--- src/rtl/multicycle_control_fsm.sv ---
`default_nettype none
// ============================================================================
// Module   : multicycle_control_fsm
// Purpose  : Sequencing controller for the multicycle ARM-subset core.
//            Steps the shared datapath through FETCH/DECODE/EXECUTE/MEM/WB,
//            holds the NZCV flag register and evaluates the condition field.
// Options  : BX_SUPPORT_EN - when defined, adds the BX state (Rm -> PC).
// Revision : 1.0 - initial release
// ============================================================================
module multicycle_control_fsm #(
  parameter int STATE_W = 4
) (
  input  logic        CLK,
  input  logic        RESET_N,
  input  logic [3:0]  Cond,
  input  logic [1:0]  Op,
  input  logic [5:0]  Funct,
  input  logic [3:0]  Rd,
  input  logic [15:0] Inst19to4,
  input  logic [3:0]  ALUFlags,
  output logic        PCWrite,
  output logic        AdrSrc,
  output logic        MemWrite,
  output logic        IRWrite,
  output logic        RegWrite,
  output logic        LinkWrite,
  output logic [1:0]  ResultSrc,
  output logic [3:0]  ALUControl,
  output logic        ALUSrcA,
  output logic [1:0]  ALUSrcB,
  output logic [1:0]  ImmSrc,
  output logic [1:0]  RegSrc,
  output logic [3:0]  Flags
);

  typedef enum logic [STATE_W-1:0] {
    S_FETCH  = STATE_W'(0),
    S_DECODE = STATE_W'(1),
    S_MEMADR = STATE_W'(2),
    S_MEMRD  = STATE_W'(3),
    S_MEMWB  = STATE_W'(4),
    S_MEMWR  = STATE_W'(5),
    S_EXECR  = STATE_W'(6),
    S_EXECI  = STATE_W'(7),
    S_ALUWB  = STATE_W'(8),
    S_BRANCH = STATE_W'(9)
`ifdef BX_SUPPORT_EN
    , S_BX   = STATE_W'(10)
`endif
  } state_t;

  localparam logic [3:0] ALU_AND = 4'b0000;
  localparam logic [3:0] ALU_SUB = 4'b0010;
  localparam logic [3:0] ALU_ADD = 4'b0100;
  localparam logic [3:0] ALU_CMP = 4'b1010;
  localparam logic [3:0] ALU_ORR = 4'b1100;
  localparam logic [3:0] ALU_MOV = 4'b1101;

  state_t     state;
  state_t     next_state;
  logic [3:0] flags_q;
  logic       cond_ex;
  logic       alu_supported;
  logic       alu_arith;
  logic [3:0] alu_op;

  assign alu_op = Funct[4:1];

`ifdef BX_SUPPORT_EN
  logic is_bx;
  assign is_bx = (Op == 2'b00) && ({Funct, Inst19to4} == {6'b010010, 16'hFFF1});
`else
  logic unused_inst;
  assign unused_inst = ^Inst19to4;
`endif

  // Condition field evaluated against the committed (registered) flags
  always_comb begin
    logic n, z, c, v;
    {n, z, c, v} = flags_q;
    cond_ex = 1'b0;
    case (Cond)
      4'b0000: cond_ex = z;
      4'b0001: cond_ex = !z;
      4'b0010: cond_ex = c;
      4'b0011: cond_ex = !c;
      4'b0100: cond_ex = n;
      4'b0101: cond_ex = !n;
      4'b0110: cond_ex = v;
      4'b0111: cond_ex = !v;
      4'b1000: cond_ex = c && !z;
      4'b1001: cond_ex = !c || z;
      4'b1010: cond_ex = (n == v);
      4'b1011: cond_ex = (n != v);
      4'b1100: cond_ex = !z && (n == v);
      4'b1101: cond_ex = z || (n != v);
      4'b1110: cond_ex = 1'b1;
      default: cond_ex = 1'b0;
    endcase
  end

  // Classify the DP opcode: which ALU ops exist, and which produce C/V
  always_comb begin
    alu_supported = 1'b0;
    alu_arith     = 1'b0;
    case (alu_op)
      ALU_AND, ALU_ORR, ALU_MOV: alu_supported = 1'b1;
      ALU_SUB, ALU_ADD, ALU_CMP: begin
        alu_supported = 1'b1;
        alu_arith     = 1'b1;
      end
      default: ;
    endcase
  end

  // Next-state selection
  always_comb begin
    next_state = S_FETCH;
    case (state)
      S_FETCH: next_state = S_DECODE;
      S_DECODE: begin
        if (cond_ex) begin
          case (Op)
            2'b01: if (!Funct[5]) next_state = S_MEMADR;
            2'b10: next_state = S_BRANCH;
            2'b00: if (alu_supported) next_state = Funct[5] ? S_EXECI : S_EXECR;
            default: ;
          endcase
`ifdef BX_SUPPORT_EN
          if (is_bx) next_state = S_BX;
`endif
        end
      end
      S_MEMADR: next_state = Funct[0] ? S_MEMRD : S_MEMWR;
      S_MEMRD:  next_state = S_MEMWB;
      S_EXECR, S_EXECI: next_state = (alu_op == ALU_CMP) ? S_FETCH : S_ALUWB;
      default:  next_state = S_FETCH;
    endcase
  end

  // State and flag register; flags commit on the edge leaving an execute state
  always_ff @(posedge CLK or negedge RESET_N) begin
    if (!RESET_N) begin
      state   <= S_FETCH;
      flags_q <= 4'b0000;
    end else begin
      state <= next_state;
      if (state == S_EXECR || state == S_EXECI) begin
        flags_q[3:2] <= ALUFlags[3:2];
        if (alu_arith) flags_q[1:0] <= ALUFlags[1:0];
      end
    end
  end

  // Moore decode of the control word; everything forced low while in reset
  always_comb begin
    PCWrite    = 1'b0;
    AdrSrc     = 1'b0;
    MemWrite   = 1'b0;
    IRWrite    = 1'b0;
    RegWrite   = 1'b0;
    LinkWrite  = 1'b0;
    ResultSrc  = 2'b00;
    ALUControl = ALU_AND;
    ALUSrcA    = 1'b0;
    ALUSrcB    = 2'b00;
    ImmSrc     = 2'b00;
    RegSrc     = 2'b00;
    case (state)
      S_FETCH: begin
        IRWrite = 1'b1; ALUSrcA = 1'b1; ALUSrcB = 2'b10;
        ALUControl = ALU_ADD; ResultSrc = 2'b10; PCWrite = 1'b1;
      end
      S_DECODE: begin
        ALUSrcA = 1'b1; ALUSrcB = 2'b10; ALUControl = ALU_ADD; ResultSrc = 2'b10;
      end
      S_MEMADR: begin
        ALUSrcB = 2'b01; ImmSrc = 2'b01; ALUControl = ALU_ADD;
      end
      S_MEMRD: AdrSrc = 1'b1;
      S_MEMWB: begin
        ResultSrc = 2'b01;
        // A load into R15 redirects the PC instead of touching the register file
        if (Rd == 4'd15) PCWrite = 1'b1;
        else             RegWrite = 1'b1;
      end
      S_MEMWR: begin
        AdrSrc = 1'b1; MemWrite = 1'b1; RegSrc = 2'b10;
      end
      S_EXECR: ALUControl = alu_op;
      S_EXECI: begin
        ALUSrcB = 2'b01; ALUControl = alu_op;
      end
      S_ALUWB: begin
        if (Rd == 4'd15) PCWrite = 1'b1;
        else             RegWrite = 1'b1;
      end
      S_BRANCH: begin
        RegSrc = 2'b01; ALUSrcB = 2'b01; ImmSrc = 2'b10; ALUControl = ALU_ADD;
        ResultSrc = 2'b10; PCWrite = 1'b1; LinkWrite = Funct[4];
      end
`ifdef BX_SUPPORT_EN
      S_BX: begin
        ALUControl = ALU_MOV; ResultSrc = 2'b10; PCWrite = 1'b1;
      end
`endif
      default: ;
    endcase
    if (!RESET_N) begin
      PCWrite = 1'b0; AdrSrc = 1'b0; MemWrite = 1'b0; IRWrite = 1'b0;
      RegWrite = 1'b0; LinkWrite = 1'b0; ResultSrc = 2'b00; ALUControl = 4'b0000;
      ALUSrcA = 1'b0; ALUSrcB = 2'b00; ImmSrc = 2'b00; RegSrc = 2'b00;
    end
  end

  assign Flags = flags_q;

endmodule
`default_nettype wire
--- config.mk ---
export PLATFORM = sky130hd
export DESIGN_NAME = multicycle_control_fsm
export DESIGN_NICKNAME = d
export VERILOG_FILES = /design/src/rtl/multicycle_control_fsm.sv
export SDC_FILE = /design/constraint.sdc
export NUM_CORES = 1
export LEC_CHECK = 0
export ABC_AREA = 0
export CAP_MARGIN = 30
export CORE_AREA = 5 5 55 57
export DETAILED_ROUTE_END_ITERATION = 7
export DIE_AREA = 0 0 60 62
export MAX_ROUTING_LAYER = met4
export PLACE_DENSITY = 0.81
export SLEW_MARGIN = 40
export SYNTH_ARGS = -nofsm -noshare
export SYNTH_HDL_FRONTEND = slang
export SYNTH_SLANG_ARGS = --single-unit
--- constraint.sdc ---
create_clock -name CLK -period 2.4 [get_ports CLK]
set_clock_uncertainty 0.1 [all_clocks]
set_input_delay 0.6 -clock CLK [delete_from_list [all_inputs] [get_ports CLK]]
set_output_delay 0.6 -clock CLK [all_outputs]
set_load 0.005 [all_outputs]
==> results.cfg <==
[global_routing]
antenna_found_initial = 0
grt_pass1_vias = 1146
grtUsageMet3_pct = 2.27
grt_use_met2_pct = 31.6
gr-max-usage-layer = met2
met1_usage_pct = 18.9
grt_use_total_pct = 17.3
grt_pass1_wl_um = 4820
grt_max_degree = 14
overflow = 0

[critical_path]
critPathLaunchType = flop
cp-end-kind = output port
crit_type = reg -> out
cp.arrival_ns = 1.76
cp_num_buf_inv = 3
crit_family = buffers and inverters
path_max_fanout = 6
path_cells = buf_12 -> buf_4 -> xor2_1 -> nand2_1 -> nor3_1 -> dlygate4sd2_1
crit_slowest_cell = dfrtp_2
critPathRequiredTime_ns = 1.70
max_stage_delay_ns = 0.44

[power_and_ir_drop]
p_clk_share_pct = 11.6
p_int_uw = 537
power_switching_uw = 380
vdd_drop_max_mv = 0.319
power.leakage_uw = 0.000894
swShare_pct = 41.4
total_power_uw = 918
power_density_nw_per_um2 = 564
p_comb_share_pct = 64.9
seqPwrFrac_pct = 23.5

[clock_network]
cts_tree = done
clock_tree.root_cell = clkbuf_4
numCtsBuffers = 3
path_clk_slew_ns = 0.06
clockBufferDepth = 2
hold_buffers = 0
htreeDepth = 1
clock_latency_ns = 0.26
cts.sinks = 8

[synthesis]
syn_avg_cell_area_um2 = 7.56
synth-edff-count = 0
yosys_most_used_dff = dfrtp_1
synth_nets = 152
ys_top_cells_by_count = nand2_1 (16), nor2_1 (9), dfrtp_1 (8)
synth.ff_latch_count = 8
synth_fa_ha_area_share_pct = 0
synth_top_area_share_pct = 23.2
synth_xor_area_share_pct = 4.06
synth_most_common_cell = nand2_1
seq_area_frac_synth_pct = 23.2
ys_warn_count = 0
synth_compound_area_share_pct = 21.0
synthTopCellsByArea = dfrtp_1 (23%), nand2_1 (7.0%), nor2b_1 (4.4%)
synthesis.area_um2 = 862
synthSimpleGateAreaFrac_pct = 39.3
synthCells = 114
synthMuxAreaShare_pct = 6.10
synth_top_area_cell = dfrtp_1
synth_top_family_by_area = simple AND/OR/NAND/NOR gates
synthDistinctLibCells = 43
synthArstFlopShare_pct = 100

[layout]
fillers = 187
drive_gt1_share_pct = 27.9
synthToLayoutAreaGrowth_pct = 88.8
diodes = 0
utilization_pct = 66.9
fin_nets = 223

[drt]
wl_per_cell_um = 16.4
drt_pass1_iterations = 4
drtIter0Drc = 74
ant_nets = 0
vias_per_cell = 5.44
drc = 0
drt-total-wl_um = 3500
vias = 1159

[status]
outcome = finished, violations left
violations = negative setup slack

[sta]
fin_hold_ws_ns = 0.291
tightest_slew_ns = 0.419
min_period_over_period_pct = 103
hold_violations = 0
slew_headroom_pct = 72.0
setup_viol = 2
setup_slack_ns = -0.0605
slew_violations = 0
clock.fmax_ghz = 0.406
fin_crit_ns = 2.46

[die]
dieArea_um2 = 3720
start_util_pct = 35.4
die_w_um = 60
coreArea_um2 = 2430
boundaryPins = 61
die_y_um = 62
std_cell_rows = 18

[hold_path]
hp-class = in -> async

[job]
cap_violations = 0

[placed_design]
gp_congestion = 0.802
hpwl_um = 2340
port_buffers = 44
## worst register-to-register path, delay by kind of cell, from the launching register on
family / cells / cell delay [ns]
xor gates and xnor gates: 1 / 0.19
DFF: 1 / 0.48
AOI/OAI and AO/OA: 3 / 0.87
muxes: 1 / 0.08
and+or+nand+nor: 1 / 0.08
## per-layer routing
metal / part of all wire, % / wire, µm
met1: 36 / 1250
met2: 56 / 1950
met3: 6.1 / 212
met4: 2.2 / 76
met5: 0 / 0
## worst paths after layout
check	start	end	slack, ns	depth (start not counted)
worst max-delay path	state[3]	RegWrite	-0.06	6
min in group CLK	Flags[2]	Flags[2]	0.47	2
worst min register to register	Flags[2]	Flags[2]	0.47	2
worst min-delay path	RESET_N	state[2]	0.29	2
max in group asynchronous	RESET_N	Flags[2]	1.53	4
worst max register to register	Flags[3]	state[0]	0.52	6
## registers in the layout, summed over array words and instances, names as in the netlist
register / flops
state: 4
Flags: 4
## cell type report
| type | instances | area, µm² | area share (%) |
|---|---|---|---|
| well taps | 30 | 37.5 | 2.31 |
| flip-flops and latches | 8 | 203 | 12.5 |
| repair buffers | 72 | 679 | 41.7 |
| inverters | 7 | 26.3 | 1.61 |
| multi-input cells | 93 | 659 | 40.5 |
| clock buffers | 3 | 22.5 | 1.38 |
## logic make-up (layout without fill, tap and decap cells)
| kind of cell | after synthesis | count (layout) |
|---|---|---|
| simple gates | 60 | 60 |
| flops | 8 | 8 |
| compound gates | 24 | 24 |
| xor+xnor | 4 | 4 |
| mux | 5 | 5 |
| buf+inv | 13 | 82 |
## cell usage in the layout (no fill, tap or decap), types with 4 or more instances in the layout
master and instances:
nand2_1 16, dfrtp_1 6, dlymetal6s2s_1 10, buf_4 25, and3_1 4, inv_1 6
clkdlybuf4s50_1 23, a21oi_1 7, nor3_1 4, nor2_1 8, nor2b_1 5, dlygate4sd2_1 9
## stage by stage
stage / setup TNS, ns / setup slack (ns) / area [µm²] / instances
finish: -0.101 / -0.0605 / 1630 / 213
global route: -0.240 / -0.116 / 1630 / 213
CTS: -1.02 / -0.179 / 1510 / 207
detailed placement: -6.86 / -0.464 / 1450 / 200
global placement: -6.62 / -0.468 / 1450 / 200
floorplan: 0 / 0.540 / 862 / 114
## power by group through the flow
| stage | Clock (µW) | Sequential (µW) | Combinational [µW] |
|---|---|---|---|
| 6_report | 106 | 216 | 595 |
| 5_1_grt | 105 | 222 | 640 |
| 4_1_cts | 102 | 214 | 517 |
| 3_5_place_dp | 0 | 214 | 520 |
| 3_3_place_gp | 0 | 211 | 506 |
| 2_1_floorplan | 0 | 203 | 262 |
## what timing repair did
item | in CTS | in global routing
gates cloned | 0 | 0
resized for setup | 22 | 17
endpoints found under the setup margin | 19 | 10
buffers inserted | 4 | 6
pin swaps | 0 | 4
Power figures use the tool's default switching activity.
